===== src/rtl/puf_pkg.sv =====
// Shared widths and FSM state type for the PUF key sampler.
package puf_pkg;

    localparam int unsigned RESP_W = 64;
    localparam int unsigned CHAL_W = 2;

    typedef enum logic [2:0] {
        StIdle,
        StArm,
        StSettle,
        StSample,
        StDone
    } state_t;

endpackage


===== src/rtl/puf_bit_voter.sv =====
// One response bit: saturating ones counter with majority and unanimity flags.
module puf_bit_voter #(
    parameter int unsigned SAMPLES = 7
) (
    input  logic clk,
    input  logic rst_n,
    input  logic clear,
    input  logic sample_en,
    input  logic resp_bit,
    output logic majority,
    output logic unstable
);

    localparam int unsigned CNT_W = $clog2(SAMPLES + 1);

    logic [CNT_W-1:0] cnt_q;
    logic [CNT_W-1:0] cnt_upd;

    // Flags look at the post-sample count so the top can latch them on the final sample edge.
    always_comb begin
        cnt_upd = cnt_q;
        if (sample_en && resp_bit && (cnt_q != CNT_W'(SAMPLES))) begin
            cnt_upd = cnt_q + CNT_W'(1);
        end
    end

    always_ff @(posedge clk or negedge rst_n) begin
        if (!rst_n) begin
            cnt_q <= '0;
        end else if (clear) begin
            cnt_q <= '0;
        end else begin
            cnt_q <= cnt_upd;
        end
    end

    assign majority = cnt_upd > CNT_W'(SAMPLES / 2);
    assign unstable = (cnt_upd != '0) && (cnt_upd != CNT_W'(SAMPLES));

endmodule


===== src/rtl/puf_key_sampler.sv =====
// Repeatedly evaluates a 64-bit PUF and majority-votes the samples into a key.
module puf_key_sampler
    import puf_pkg::*;
#(
    parameter int unsigned SAMPLES       = 7,
    parameter int unsigned SETTLE_CYCLES = 4
) (
    input  logic              clk,
    input  logic              rst_n,
    input  logic              start,
    input  logic [CHAL_W-1:0] challenge,
    output logic              busy,
    output logic              puf_enable,
    output logic [CHAL_W-1:0] puf_control,
    input  logic [RESP_W-1:0] puf_response,
    output logic [RESP_W-1:0] key,
    output logic [RESP_W-1:0] unstable_mask,
    output logic              key_valid,
    input  logic              key_ready
);

    if ((SAMPLES % 2 == 0) || (SAMPLES < 3) || (SAMPLES > 15)) begin : g_bad_samples
        $error("SAMPLES must be odd and within 3..15");
    end
    if ((SETTLE_CYCLES < 1) || (SETTLE_CYCLES > 255)) begin : g_bad_settle
        $error("SETTLE_CYCLES must be within 1..255");
    end

    state_t            state_q;
    logic [7:0]        settle_q;
    logic [3:0]        round_q;
    logic              clear;
    logic              sample_en;
    logic [RESP_W-1:0] maj;
    logic [RESP_W-1:0] unst;

    assign clear     = (state_q == StIdle) && start;
    assign sample_en = (state_q == StSample);
    assign busy      = (state_q != StIdle);

    for (genvar i = 0; i < RESP_W; i++) begin : g_voter
        puf_bit_voter #(
            .SAMPLES (SAMPLES)
        ) u_voter (
            .clk       (clk),
            .rst_n     (rst_n),
            .clear     (clear),
            .sample_en (sample_en),
            .resp_bit  (puf_response[i]),
            .majority  (maj[i]),
            .unstable  (unst[i])
        );
    end

    always_ff @(posedge clk or negedge rst_n) begin
        if (!rst_n) begin
            state_q       <= StIdle;
            settle_q      <= '0;
            round_q       <= '0;
            puf_enable    <= 1'b0;
            puf_control   <= '0;
            key           <= '0;
            unstable_mask <= '0;
            key_valid     <= 1'b0;
        end else begin
            unique case (state_q)
                StIdle: begin
                    if (start) begin
                        puf_control <= challenge;
                        round_q     <= '0;
                        state_q     <= StArm;
                    end
                end
                StArm: begin
                    puf_enable <= 1'b1;
                    settle_q   <= '0;
                    state_q    <= StSettle;
                end
                StSettle: begin
                    if (settle_q == 8'(SETTLE_CYCLES - 1)) begin
                        state_q <= StSample;
                    end else begin
                        settle_q <= settle_q + 8'd1;
                    end
                end
                StSample: begin
                    round_q    <= round_q + 4'd1;
                    puf_enable <= 1'b0;
                    if (round_q == 4'(SAMPLES - 1)) begin
                        key           <= maj;
                        unstable_mask <= unst;
                        key_valid     <= 1'b1;
                        state_q       <= StDone;
                    end else begin
                        state_q <= StArm;
                    end
                end
                StDone: begin
                    if (key_ready) begin
                        key_valid <= 1'b0;
                        state_q   <= StIdle;
                    end
                end
                default: state_q <= StIdle;
            endcase
        end
    end

endmodule


===== config.mk =====
export PLATFORM = sky130hd
export DESIGN_NAME = puf_key_sampler
export DESIGN_NICKNAME = d
export VERILOG_FILES = /design/src/rtl/puf_pkg.sv /design/src/rtl/puf_bit_voter.sv /design/src/rtl/puf_key_sampler.sv
export SDC_FILE = /design/constraint.sdc
export NUM_CORES = 1
export LEC_CHECK = 0
export ABC_CLOCK_PERIOD_IN_PS = 2500
export BUFFER_PORTS_ARGS = -buffer_cell sky130_fd_sc_hd__buf_4
export CAP_MARGIN = 5
export CORE_ASPECT_RATIO = 1.5
export CORE_MARGIN = 5
export CORE_UTILIZATION = 44
export DETAILED_ROUTE_END_ITERATION = 8
export GPL_ROUTABILITY_DRIVEN = 0
export GPL_TIMING_DRIVEN = 0
export PLACE_DENSITY = 0.66
export SYNTH_ARGS = -nofsm -noshare
export SYNTH_HDL_FRONTEND = slang
export SYNTH_SLANG_ARGS = --single-unit

===== constraint.sdc =====
create_clock -name clk -period 2.5 [get_ports clk]
set_input_delay 0.125 -clock clk [delete_from_list [all_inputs] [get_ports clk]]
set_output_delay 0.125 -clock clk [all_outputs]
set_load 0.02 [all_outputs]

==> results_dict.tcl <==
set metrics [dict create \
    outcome "completed" \
    root_buffer "clkbuf_16" \
    vdd_drop_max_mv 0.804 \
    required_ns 2.87 \
    antenna_found_initial 1 \
    yosysTopAreaCell "dfrtp_1" \
    p_clk_share_pct 20.7 \
    finalSetupViolCount 0 \
    post_cts_resized 0 \
    synthAdderAreaFrac_pct 8.83 \
    worstMarginPinSlew_ns 0.928 \
    hold_viol_final 0 \
    final_area_mm2 0.0226 \
    grt_use_total_pct 21.2 \
    wl_per_cell_um 19.0 \
    grt_pass1_wl_mm 77.4 \
    timing.hold.ws_ns 0.0271 \
    cts_tree "yes" \
    ios 203 \
    clk_pin_slew_ns 0.06 \
    max_stage_delay_ns 0.68 \
    seq_area_frac_synth_pct 45.7 \
    hp-class "primary input to register" \
    placed_cell_area_mm2 0.0209 \
    area_delta_synth_final_pct 21.8 \
    avgViaCountPerCell 5.34 \
    p_seq_share_pct 35.0 \
    total_power_mw 27.1 \
    end_kind "register" \
    report.final.slew_viol_count 0 \
    globalRouteOverflowTotal 0 \
    layout.cells.non_filler 2557 \
    start_kind "register" \
    rsz0062_at_grt "false" \
    drtIter0Drc 659 \
    core_area_mm2 0.0419 \
    yosysUniqueCellTypes 57 \
    crit_slowest_cell "clkbuf_1" \
    yosysWarnings 0 \
    route.vias.total 13600 \
    max_clock_freq_mhz 431 \
    synth.area.mux_share_pct 12.4 \
    cts_sinks 339 \
    power_density_mw_per_mm2 1200 \
    switchingPower_mw 10.6 \
    grt_max_degree 109 \
    drive_gt1_share_pct 21.1 \
    clk_path_buf_depth 3 \
    fin_skew_ns 0.0137 \
    path_common_cell "buf_6" \
    initial_core_util_pct 44.3 \
    path_cells "and3b_1 -> buf_6 -> nand2_4 -> buf_6 -> clkbuf_1 -> o21ai_0" \
    slew_headroom_pct 38.1 \
    fin_crit_ns 2.32 \
    synth_edf_count 0 \
    synth_fp_nets 1874 \
    fin_crit_sh_pct 92.8 \
    avgSynthCellArea_um2 11.1 \
    die_y_um 262 \
    synth_compound_area_share_pct 6.73 \
    die-width_um 178 \
    nets 2168 \
    critPathKind "register to register" \
    synth_top_family_by_area "simple AND/OR/NAND/NOR gates" \
    htreeDepth 2 \
    dp_cells 2442 \
    routed_wl_mm 48.7 \
    synth.top_cell.area_share_pct 45.7 \
    die_area_mm2 0.0465 \
    intPower_mw 16.5 \
    async_reset_ff_share_pct 100 \
    max-cap-violations 0 \
    swShare_pct 39.2 \
    leakage_nw 12.0 \
    clk_latency_ns 0.54 \
    pre_cts_ws_ns 0.158 \
    cts_made_buffers 38 \
    firstDrtPassIters 7 \
    io_buffers 202 \
    rows 92 \
    drc 0 \
    synthFlopType "dfrtp_1" \
    cp.arrival_ns 2.69 \
    synthCells 1673 \
    setup_ws_ns 0.181 \
    grt_pass1_vias 14400 \
    ys_top_cells_by_area "dfrtp_1 (46%), ha_1 (8.8%), nor2_1 (6.5%)" \
    r2r_slack_ns 0.18 \
    hpwl_mm 35.3 \
    ant_nets 0 \
    synth_seq_cells 339 \
    synth_xor_area_share_pct 3.26 \
    synth-simple-area-share_pct 20.8 \
    crit_fanout 10 \
    netlist_area_mm2 0.0186 \
    p_comb_share_pct 44.3 \
]
==> kinds of logic (layout without fill, tap and decap cells) <==
| family | after synthesis | count (layout) |
|---|---|---|
| DFF | 339 | 339 |
| buffers and inverters | 71 | 390 |
| other | 0 | 1 |
| AOI/OAI and AO/OA | 209 | 209 |
| and+or+nand+nor | 684 | 684 |
| muxes | 170 | 170 |
| xor gates and xnor gates | 69 | 69 |
| adders and majority gates | 131 | 131 |
==> layer usage <==
metal / GRT usage, % / vias to the layer above / wire length, µm
met4: 10.3 / 0 / 2440
met3: 3.41 / 106 / 2280
met2: 37.8 / 309 / 25100
met1: 24.8 / 6793 / 18900
li1: - / 6438 / -
met5: 0 / - / 0
==> registers in the layout (all words and copies together) (netlist names) <==
register / flops
settle_q: 8
state_q: 3
g_voter.u_voter.cnt_q: 192
puf_control: 2
key: 64
round_q: 4
unstable_mask: 64
key_valid: 1
puf_enable: 1
==> Yosys cell counts (all sizes together), types with 5 or more instances <==
cell type,instances
xor2,56
ha,131
nand2,148
xnor2,13
nand4,6
nand2b,12
dfrtp,339
buf,48
o211ai,10
or2,5
nor2,325
o21ai,129
and2,98
clkbuf,19
o221ai,6
mux2i,120
o31ai,8
and4b,6
nor3b,5
nand3b,51
a31oi,17
a21oi,18
mux4,48
==> final cells by class <==
class | count | area (µm²)
repair buffers | 254 | 2100
plain buffers | 67 | 404
flip-flops and latches | 339 | 8480
fillers | 3737 | 19300
diodes | 1 | 2.50
well taps | 564 | 706
multi-input cells | 1263 | 9660
clock inverters | 5 | 53.8
clock buffers | 60 | 1190
inverters | 4 | 15.0
==> stage by stage <==
stage / setup TNS, ns / utilization [%]
6_report: 0 / 54.0
5_1_grt: 0 / 54.0
4_1_cts: 0 / 54.0
3_5_place_dp: 0 / 49.8
3_3_place_gp: -643.88 / 49.6
2_1_floorplan: 0 / -
==> cells in the final DEF (no fill, tap or decap), types with 31 or more instances in the layout <==
cell           instances
o21ai_1               51
nand3b_4              46
xor2_1                56
clkbuf_16             41
o21ai_0               78
nor2_1               321
dlygate4sd3_1         49
mux2i_1              120
dfrtp_1              339
mux4_2                48
and2_1                98
ha_1                 131
nand2_1              147
buf_2                 31
buf_4                203
==> critical path, delay by kind of cell (launching register included) <==
kind	cells	cell delay (ns)
flip-flops	1	0.54
AO/OA/AOI/OAI	1	0.19
buffers and inverters	3	1.02
AND/OR/NAND/NOR	2	0.39
==> worst paths after layout <==
check,end,startpoint,depth (start not counted)
max,key[18],state_q[2],6
min,g_voter[58].u_voter.cnt_q[0],puf_response[58],4
max reg2reg,key[18],state_q[2],6
min reg2reg,unstable_mask[37],unstable_mask[37],2
max in group asynchronous,key[29],rst_n,4
min in group asynchronous,g_voter[12].u_voter.cnt_q[2],rst_n,2
==> repair_timing <==
item / CTS / global route
buffers inserted: 0 / 0
hold buffers: 49 / 0
endpoints found under the hold margin: 273 / 0
==> power groups by stage <==
stage / Combinational [mW] / Clock, mW / Sequential, mW
2_1_floorplan: 7.22 / 0 / 10.2
3_3_place_gp: 11.6 / 0 / 9.43
3_5_place_dp: 12.1 / 0 / 9.54
4_1_cts: 12.2 / 5.77 / 9.47
5_1_grt: 13.3 / 5.97 / 9.77
6_report: 12.0 / 5.61 / 9.46
Note: power is estimated with default switching activity, not from simulation.
